<file path="src/rtl/frame_downsampler.sv">
// 2x2 box-average downsampler between the camera and the CNN engine.
// Frames that start while the engine is busy are skipped whole and counted.
module frame_downsampler #(
  parameter int unsigned SRC_W = 64,
  parameter int unsigned SRC_H = 64
) (
  input  logic       clk,
  input  logic       rst_n,
  input  logic [7:0] cam_pixel,
  input  logic       cam_valid,
  input  logic       cam_frame_start,
  input  logic       cnn_busy,
  output logic [7:0] pixel_out,
  output logic       pixel_valid,
  output logic       frame_start,
  output logic       frame_done,
  output logic       frame_abort,
  output logic [7:0] dropped_cnt
);

  localparam int unsigned ColW = $clog2(SRC_W);
  localparam int unsigned RowW = $clog2(SRC_H);
  localparam int unsigned Half = SRC_W / 2;

  typedef enum logic [1:0] {StIdle, StCapture, StSkip} state_e;

  state_e          state_q, state_d, state_eff;
  logic [ColW-1:0] col_q, col_d, col_eff;
  logic [RowW-1:0] row_q, row_d, row_eff;
  logic [7:0]      h_q, h_d;
  logic [7:0]      pix_q, pix_d;
  logic            pv_q, pv_d;
  logic            fs_q, fs_d;
  logic            done_q, done_d;
  logic            abort_q, abort_d;
  logic [7:0]      drop_q, drop_d;

  logic [8:0]      line_buf [Half];
  logic [8:0]      lb_rd_q;
  logic            lb_we, lb_re;
  logic [ColW-2:0] lb_addr;
  logic [8:0]      lb_wdata;
  logic [9:0]      sum;
  logic            last_col, last_row;

  always_comb begin
    state_eff = state_q;
    col_eff   = col_q;
    row_eff   = row_q;
    fs_d      = 1'b0;
    abort_d   = 1'b0;
    drop_d    = drop_q;
    // A new frame start overrides whatever frame was in progress.
    if (cam_frame_start) begin
      col_eff = '0;
      row_eff = '0;
      abort_d = (state_q == StCapture);
      if (cnn_busy) begin
        state_eff = StSkip;
        if (drop_q != 8'hFF) drop_d = drop_q + 8'd1;
      end else begin
        state_eff = StCapture;
        fs_d      = 1'b1;
      end
    end

    state_d  = state_eff;
    col_d    = col_eff;
    row_d    = row_eff;
    h_d      = h_q;
    pix_d    = pix_q;
    pv_d     = 1'b0;
    done_d   = 1'b0;
    lb_we    = 1'b0;
    lb_re    = 1'b0;
    lb_addr  = col_eff[ColW-1:1];
    lb_wdata = {1'b0, h_q} + {1'b0, cam_pixel};
    sum      = {1'b0, lb_rd_q} + {2'b00, h_q} + {2'b00, cam_pixel};
    last_col = (col_eff == ColW'(SRC_W - 1));
    last_row = (row_eff == RowW'(SRC_H - 1));

    if (cam_valid && (state_eff != StIdle)) begin
      if (last_col) begin
        col_d = '0;
        if (last_row) begin
          row_d   = '0;
          state_d = StIdle;
        end else begin
          row_d = row_eff + RowW'(1);
        end
      end else begin
        col_d = col_eff + ColW'(1);
      end

      if (state_eff == StCapture) begin
        if (!col_eff[0]) begin
          h_d   = cam_pixel;
          // Fetch the upper-line pair sum one pixel early for a registered read.
          lb_re = row_eff[0];
        end else if (!row_eff[0]) begin
          lb_we = 1'b1;
        end else begin
          pv_d   = 1'b1;
          pix_d  = 8'((sum + 10'd2) >> 2);
          done_d = last_col && last_row;
        end
      end
    end
  end

  always_ff @(posedge clk or negedge rst_n) begin
    if (!rst_n) begin
      state_q <= StIdle;
      col_q   <= '0;
      row_q   <= '0;
      h_q     <= '0;
      pix_q   <= '0;
      pv_q    <= 1'b0;
      fs_q    <= 1'b0;
      done_q  <= 1'b0;
      abort_q <= 1'b0;
      drop_q  <= '0;
    end else begin
      state_q <= state_d;
      col_q   <= col_d;
      row_q   <= row_d;
      h_q     <= h_d;
      pix_q   <= pix_d;
      pv_q    <= pv_d;
      fs_q    <= fs_d;
      done_q  <= done_d;
      abort_q <= abort_d;
      drop_q  <= drop_d;
    end
  end

  always_ff @(posedge clk) begin
    if (lb_we) line_buf[lb_addr] <= lb_wdata;
    if (lb_re) lb_rd_q <= line_buf[lb_addr];
  end

  assign pixel_out   = pix_q;
  assign pixel_valid = pv_q;
  assign frame_start = fs_q;
  assign frame_done  = done_q;
  assign frame_abort = abort_q;
  assign dropped_cnt = drop_q;

endmodule

</file>
<file path="config.mk">
export PLATFORM = sky130hd
export DESIGN_NAME = frame_downsampler
export DESIGN_NICKNAME = d
export VERILOG_FILES = /design/src/rtl/frame_downsampler.sv
export SDC_FILE = /design/constraint.sdc
export NUM_CORES = 1
export LEC_CHECK = 0
export BUFFER_PORTS_ARGS = -buffer_cell sky130_fd_sc_hd__buf_4
export CAP_MARGIN = 10
export CORE_MARGIN = 2
export CORE_UTILIZATION = 50
export CTS_CLUSTER_SIZE = 12
export DETAILED_ROUTE_END_ITERATION = 8
export PLACE_DENSITY = 0.66
export REMOVE_ABC_BUFFERS = 1
export SLEW_MARGIN = 20
export SYNTH_ARGS = -nofsm -noshare
export SYNTH_HDL_FRONTEND = slang
export SYNTH_SLANG_ARGS = --single-unit
</file>
<file path="constraint.sdc">
create_clock -name clk -period 5.7 [get_ports clk]
set_clock_uncertainty 0.15 [all_clocks]
set_input_delay 0.285 -clock clk [delete_from_list [all_inputs] [get_ports clk]]
set_output_delay 0.285 -clock clk [all_outputs]
set_load 0.01 [all_outputs]
</file>
# ---- After elaboration in Yosys (flattened, before gate mapping)
# Memories as Yosys holds them, arrays and structs flattened. A register that Yosys moved wholly into a read port is not among the register bits.
# Index checks and enable logic that the tools add are counted.
dict set report totals {
  input_bits 13
  out_inout_bits 20
  ramBits 288
  word_cells 62
  mem_count 1
  regBits 42
}
# memory depth width read_ports rd_clocked_by_memory_dff write_ports line_no
set mem_list {}
lappend mem_list {line_buf 32 9 1 1 1 38} ;# logic [8:0] line_buf [Half];
dict set report classes {
  bitwise_logic 1
  reduce_logical 6
  mux 32
  eq_ne 5
  add_sub_neg 7
}
# operator n
set op_table {}
lappend op_table {{$mux W6} 7}
lappend op_table {{$mux W1} 20}
lappend op_table {{$add A6 B1 Y6 const B} 2}
lappend op_table {{$eq A6 B6 Y1 const B} 2}
lappend op_table {{$add A10 B2 Y10 const B} 1}
lappend op_table {{$add A10 B8 Y10} 1}
lappend op_table {{$add A9 B8 Y10} 1}
lappend op_table {{$mux W2} 5}
lappend op_table {{$add A8 B8 Y9} 1}
lappend op_table {{$add A8 B1 Y8 const B} 1}
lappend op_table {{$ne A8 B8 Y1 const B} 1}
lappend op_table {{$reduce_and A3 Y1} 2}
lappend op_table {{$eq A2 B1 Y1 const B} 2}
lappend op_table {{$reduce_and A4 Y1} 1}
lappend op_table {{$logic_and A1 B1 Y1} 2}
lappend op_table {{$reduce_bool A2 Y1} 1}
lappend op_table {{$not A1 Y1} 1}

# ---- Logic depth before layout (Yosys ltp)
dict set report depth {
  depth_word 7
  depth_mapped 10
  depth_no_buf 9
}

# ---- Least setup slack after synthesis
# OpenSTA, ideal clock, no wires.
dict set report synth_timing {
  path_kind {flip-flop to flip-flop}
  start {register h_q[0]}
  end {memory line_buf[0][6], data pin}
  stages_incl_launch_ff 8
  t_arrival_ns 3.025
  setup_slack_ns 2.060
  synth_period_minus_slack_ns 3.640
  t_required_ns 5.085
  path_cell_list {dfrtp_1 -> ha_1 -> fa_1 -> a21o_1 -> a21oi_1 -> nor2_1 -> o31ai_1 -> a21boi_0}
}
dict set report synth_between {
  elab_chain_cells 1
}
# item line_no
set synth_lines {}
lappend synth_lines {{from (decl)} 30} ;# logic [7:0] h_q, h_d;
lappend synth_lines {{from (signal assigned)} 116} ;# h_q <= '0;
lappend synth_lines {{from (signal assigned)} 127} ;# h_q <= h_d;
lappend synth_lines {{$add A8 B8 Y9} 77} ;# lb_wdata = {1'b0, h_q} + {1'b0, cam_pixel};
lappend synth_lines {{via lb_wdata[6]} 42} ;# logic [8:0] lb_wdata;
lappend synth_lines {{to (decl)} 38}
# The timed path passes the listed nets, and every way through them passes these cells.

# ---- Worst setup path in the final report
dict set report layout_timing {
  start {register col_q[1]}
  end {register lb_rd_q[3] (read register of line_buf), data pin}
}
dict set report layout_between {
  elab_chain_cells 1
}
# item line_no
set layout_lines {}
lappend layout_lines {{from (decl)} 28} ;# logic [ColW-1:0] col_q, col_d, col_eff;
lappend layout_lines {{from (signal assigned)} 125} ;# col_q <= col_d;
lappend layout_lines {{$mux W6} 54} ;# if (cam_frame_start) begin
lappend layout_lines {{to (decl)} 39} ;# logic [8:0] lb_rd_q;
# Every way passes these cells.
# A chain may end at the register's enable or synchronous reset.

==> results.md <==
- Clock Power Share: 33.3%
- Drt wl/cell: 22.81 um
- Root Buffer Master: clkbuf_16
- NetSw: 1.758 mW
- Synthesized flop and latch total: 339
- Global-route wire length before repair: 48980 um
- Number of CTS-inserted buffers: 37
- Core Area: 28550 um^2
- Die area: 30130 um^2
- Hold Path Class: input pin to async pin
- Most used DFF post-synth: edfxtp_1
- Die width: 173.6 um
- VDD IR-drop max: 0.0002521 V
- Layout cells sized above 1: 12.81%
- Internal cell power: 4.641 mW
- Worst slack, placed: 2.204 ns
- Final setup fails: 0
- Starting Density: 50.37%
- CTS Hold Buffers Added: 11
- Layout area overhead: 12.07%
- Post-CTS Resized: 0
- Max Transition Viols Final: 0
- Crit Path Category: register to register
- Most common cell after layout, fill and taps aside: edfxtp_1
- Worst Path Arrival: 3.70 ns
- Final period utilization: 62.80%
- DRT antenna net count: 0
- Detail Placement HPWL: 19780 um
- Clk_lat worst skew: 0.52 ns
- TritonCTS clock tree: yes
- Number of global-route vias before repair: 8180
- Clock transition at path regs: 0.06 ns
- Power Density: 397.1 nW/um^2
- Post-route minimum period: 3.580 ns
- Worst setup SP type: register
- Top Ports: 33
- Via/cell ratio: 5.913
- Worst slew pin tran: 1.109 ns
- RSZ-0062 raised after global routing: no
- GPL Wtd Cong: 0.8622
- Most frequent cells in the layout: 297 x edfxtp_1, 83 x nor2_1, 56 x mux2i_1
- Sequential area share after synthesis: 69.34%
- Worst Setup End Kind: register
- Total wire length: 32090 um
- Die Ht: 173.6 um
- Seq pwr share: 50.1%
- Site row count: 62
- Overflow after GRT: 0
- Max cap viols: 0
- Gr usage total: 21.39%
- Fmax: 279.4 MHz
- Post-synth EDFFs: 297
- Syn avg cell area: 15.06 um^2
- DR DRC count: 0
- H-tree depth: 2
- Async S/R FF share, synth: 12.39%
- Fin nets: 1039
- Yosys cell types: 71
- Pleak: 5.424 nW
- Relative slew slack: 26.04%
- Combinational Power Share: 16.6%
- TritonRoute pass-1 iters: 5
- Cell Area, Synth: 14380 um^2
- # port buffers: 32
- Synth warnings: 0
- Fin worst setup slack: 2.120 ns
- Post-CTS Repair Setup Buffers: 0
- Mapped Cells: 955
- Crit-path max FO: 69
- Setup TNS: 0 ns
- Fin Hold WS: 0.1489 ns
- Outcome: finished clean
- Initial antenna violation count: 0
- Pin count of the biggest net entering global routing: 70
- Clk buf depth: 3
- Worst path required time: 5.82 ns
- CTS Sinks: 339
- Vias: 8320
- Antenna Cells: 0
- Worst r2r path cells: 6
- DRT iter0 DRCs: 900
- Switching share of power: 27.48%
- Final Hold Vio Count: 0
[cell families after synthesis]
logic type               count (synthesis)  synth area share (%)
AO/OA/AOI/OAI                          213                 10.83
XOR/XNOR                                22                 1.340
adder cells (fa/ha/maj)                 28                 2.802
buffers and inverters                   69                 2.628
flip-flops                             339                 69.34
multiplexers                            76                 5.856
AND/OR/NAND/NOR                        208                 7.214
[worst paths after layout]
check,from,to,slack (ns)
max,col_q[1]$_DFF_PN0_,lb_rd_q[3]$_DFFE_PP_,2.12
min,rst_n,col_q[1]$_DFF_PN0_,0.15
max reg2reg,col_q[1]$_DFF_PN0_,lb_rd_q[3]$_DFFE_PP_,2.12
min reg2reg,pixel_out[6]$_DFFE_PN0P_,pixel_out[6]$_DFFE_PN0P_,0.33
max in group asynchronous,rst_n,col_q[2]$_DFF_PN0_,4.83
min in group clk,cam_frame_start,row_q[4]$_DFF_PN0_,0.16
[final cells by class]
cell class	count	area, um^2
tap	384	480.5
multi-input combinational	547	4079
inverter	17	63.81
fill	2266	12430
sequential	339	9977
clock buffer	47	963.4
clock inverter	17	102.6
timing repair buffer	56	447.9
[registers in the layout, summed over array words and instances, names as in the netlist]
signal and cells:
col_q 6, dropped_cnt 8, frame_abort 1, frame_done 1, frame_start 1, h_q 8
lb_rd_q 9, line_buf 288, pixel_out 8, pixel_valid 1, row_q 6, state_q 2
[cell usage after synthesis (all sizes together), types with 6 or more instances]
master | count | area share (%)
edfxtp | 297 | 62
nor2 | 84 | 2.2
mux2i | 56 | 3.9
a21oi | 43 | 1.5
dfrtp | 42 | 7.3
buf | 39 | 1.8
nand2 | 37 | 0.97
o221ai | 27 | 1.6
a2bb2oi | 25 | 1.5
o21ai | 24 | 0.86
ha | 21 | 1.8
nor2b | 21 | 0.91
a22o | 20 | 1.2
a211oi | 17 | 0.89
inv | 17 | 0.44
mux2 | 15 | 1.2
clkbuf | 13 | 0.34
a22oi | 11 | 0.57
nor3 | 11 | 0.45
o22ai | 11 | 0.48
xnor2 | 11 | 0.67
xor2 | 11 | 0.67
nand2b | 9 | 0.39
nand3 | 8 | 0.28
nand4 | 8 | 0.35
fa | 7 | 0.97
or3 | 6 | 0.26
[worst max-delay path: stages (launching register included)]
cell and delay, ns:
dfrtp_4 0.77, buf_4 0.41, nand2b_1 0.71, a2bb2oi_1 0.33, o221ai_1 0.27, nand4_1 0.24
or3_1 0.41
[through the flow]
| step | util (%) | std cells | cell area [um^2] | power, mW |
|---|---|---|---|---|
| finish | 56.45 | 1407 | 16110 | 6.399 |
| global route | 56.45 | 1407 | 16110 | 6.649 |
| CTS | 56.45 | 1407 | 16110 | 6.438 |
| detailed placement | 52.33 | 1332 | 14940 | 4.325 |
| global placement | 52.33 | 1332 | 14940 | 4.306 |
| floorplan | - | 903 | 14060 | 3.822 |
[power by group through the flow]
| stage | registers (mW) | clock network [mW] | logic, mW |
|---|---|---|---|
| finish | 3.21 | 2.13 | 1.06 |
| global route | 3.22 | 2.26 | 1.17 |
| CTS | 3.21 | 2.16 | 1.08 |
| detailed placement | 3.26 | 0 | 1.07 |
| global placement | 3.26 | 0 | 1.05 |
| floorplan | 3.27 | 0 | 0.549 |
[layer usage]
| layer | wire length, um | GRT usage (%) | vias up |
|---|---|---|---|
| met5 | 0 | 0 | - |
| met4 | 938 | 7.598 | 0 |
| met3 | 2319 | 4.298 | 57 |
| met2 | 14970 | 33.77 | 296 |
| met1 | 13870 | 29.89 | 4157 |
| li1 | - | - | 3810 |
Note: power is estimated with default switching activity, not from simulation.
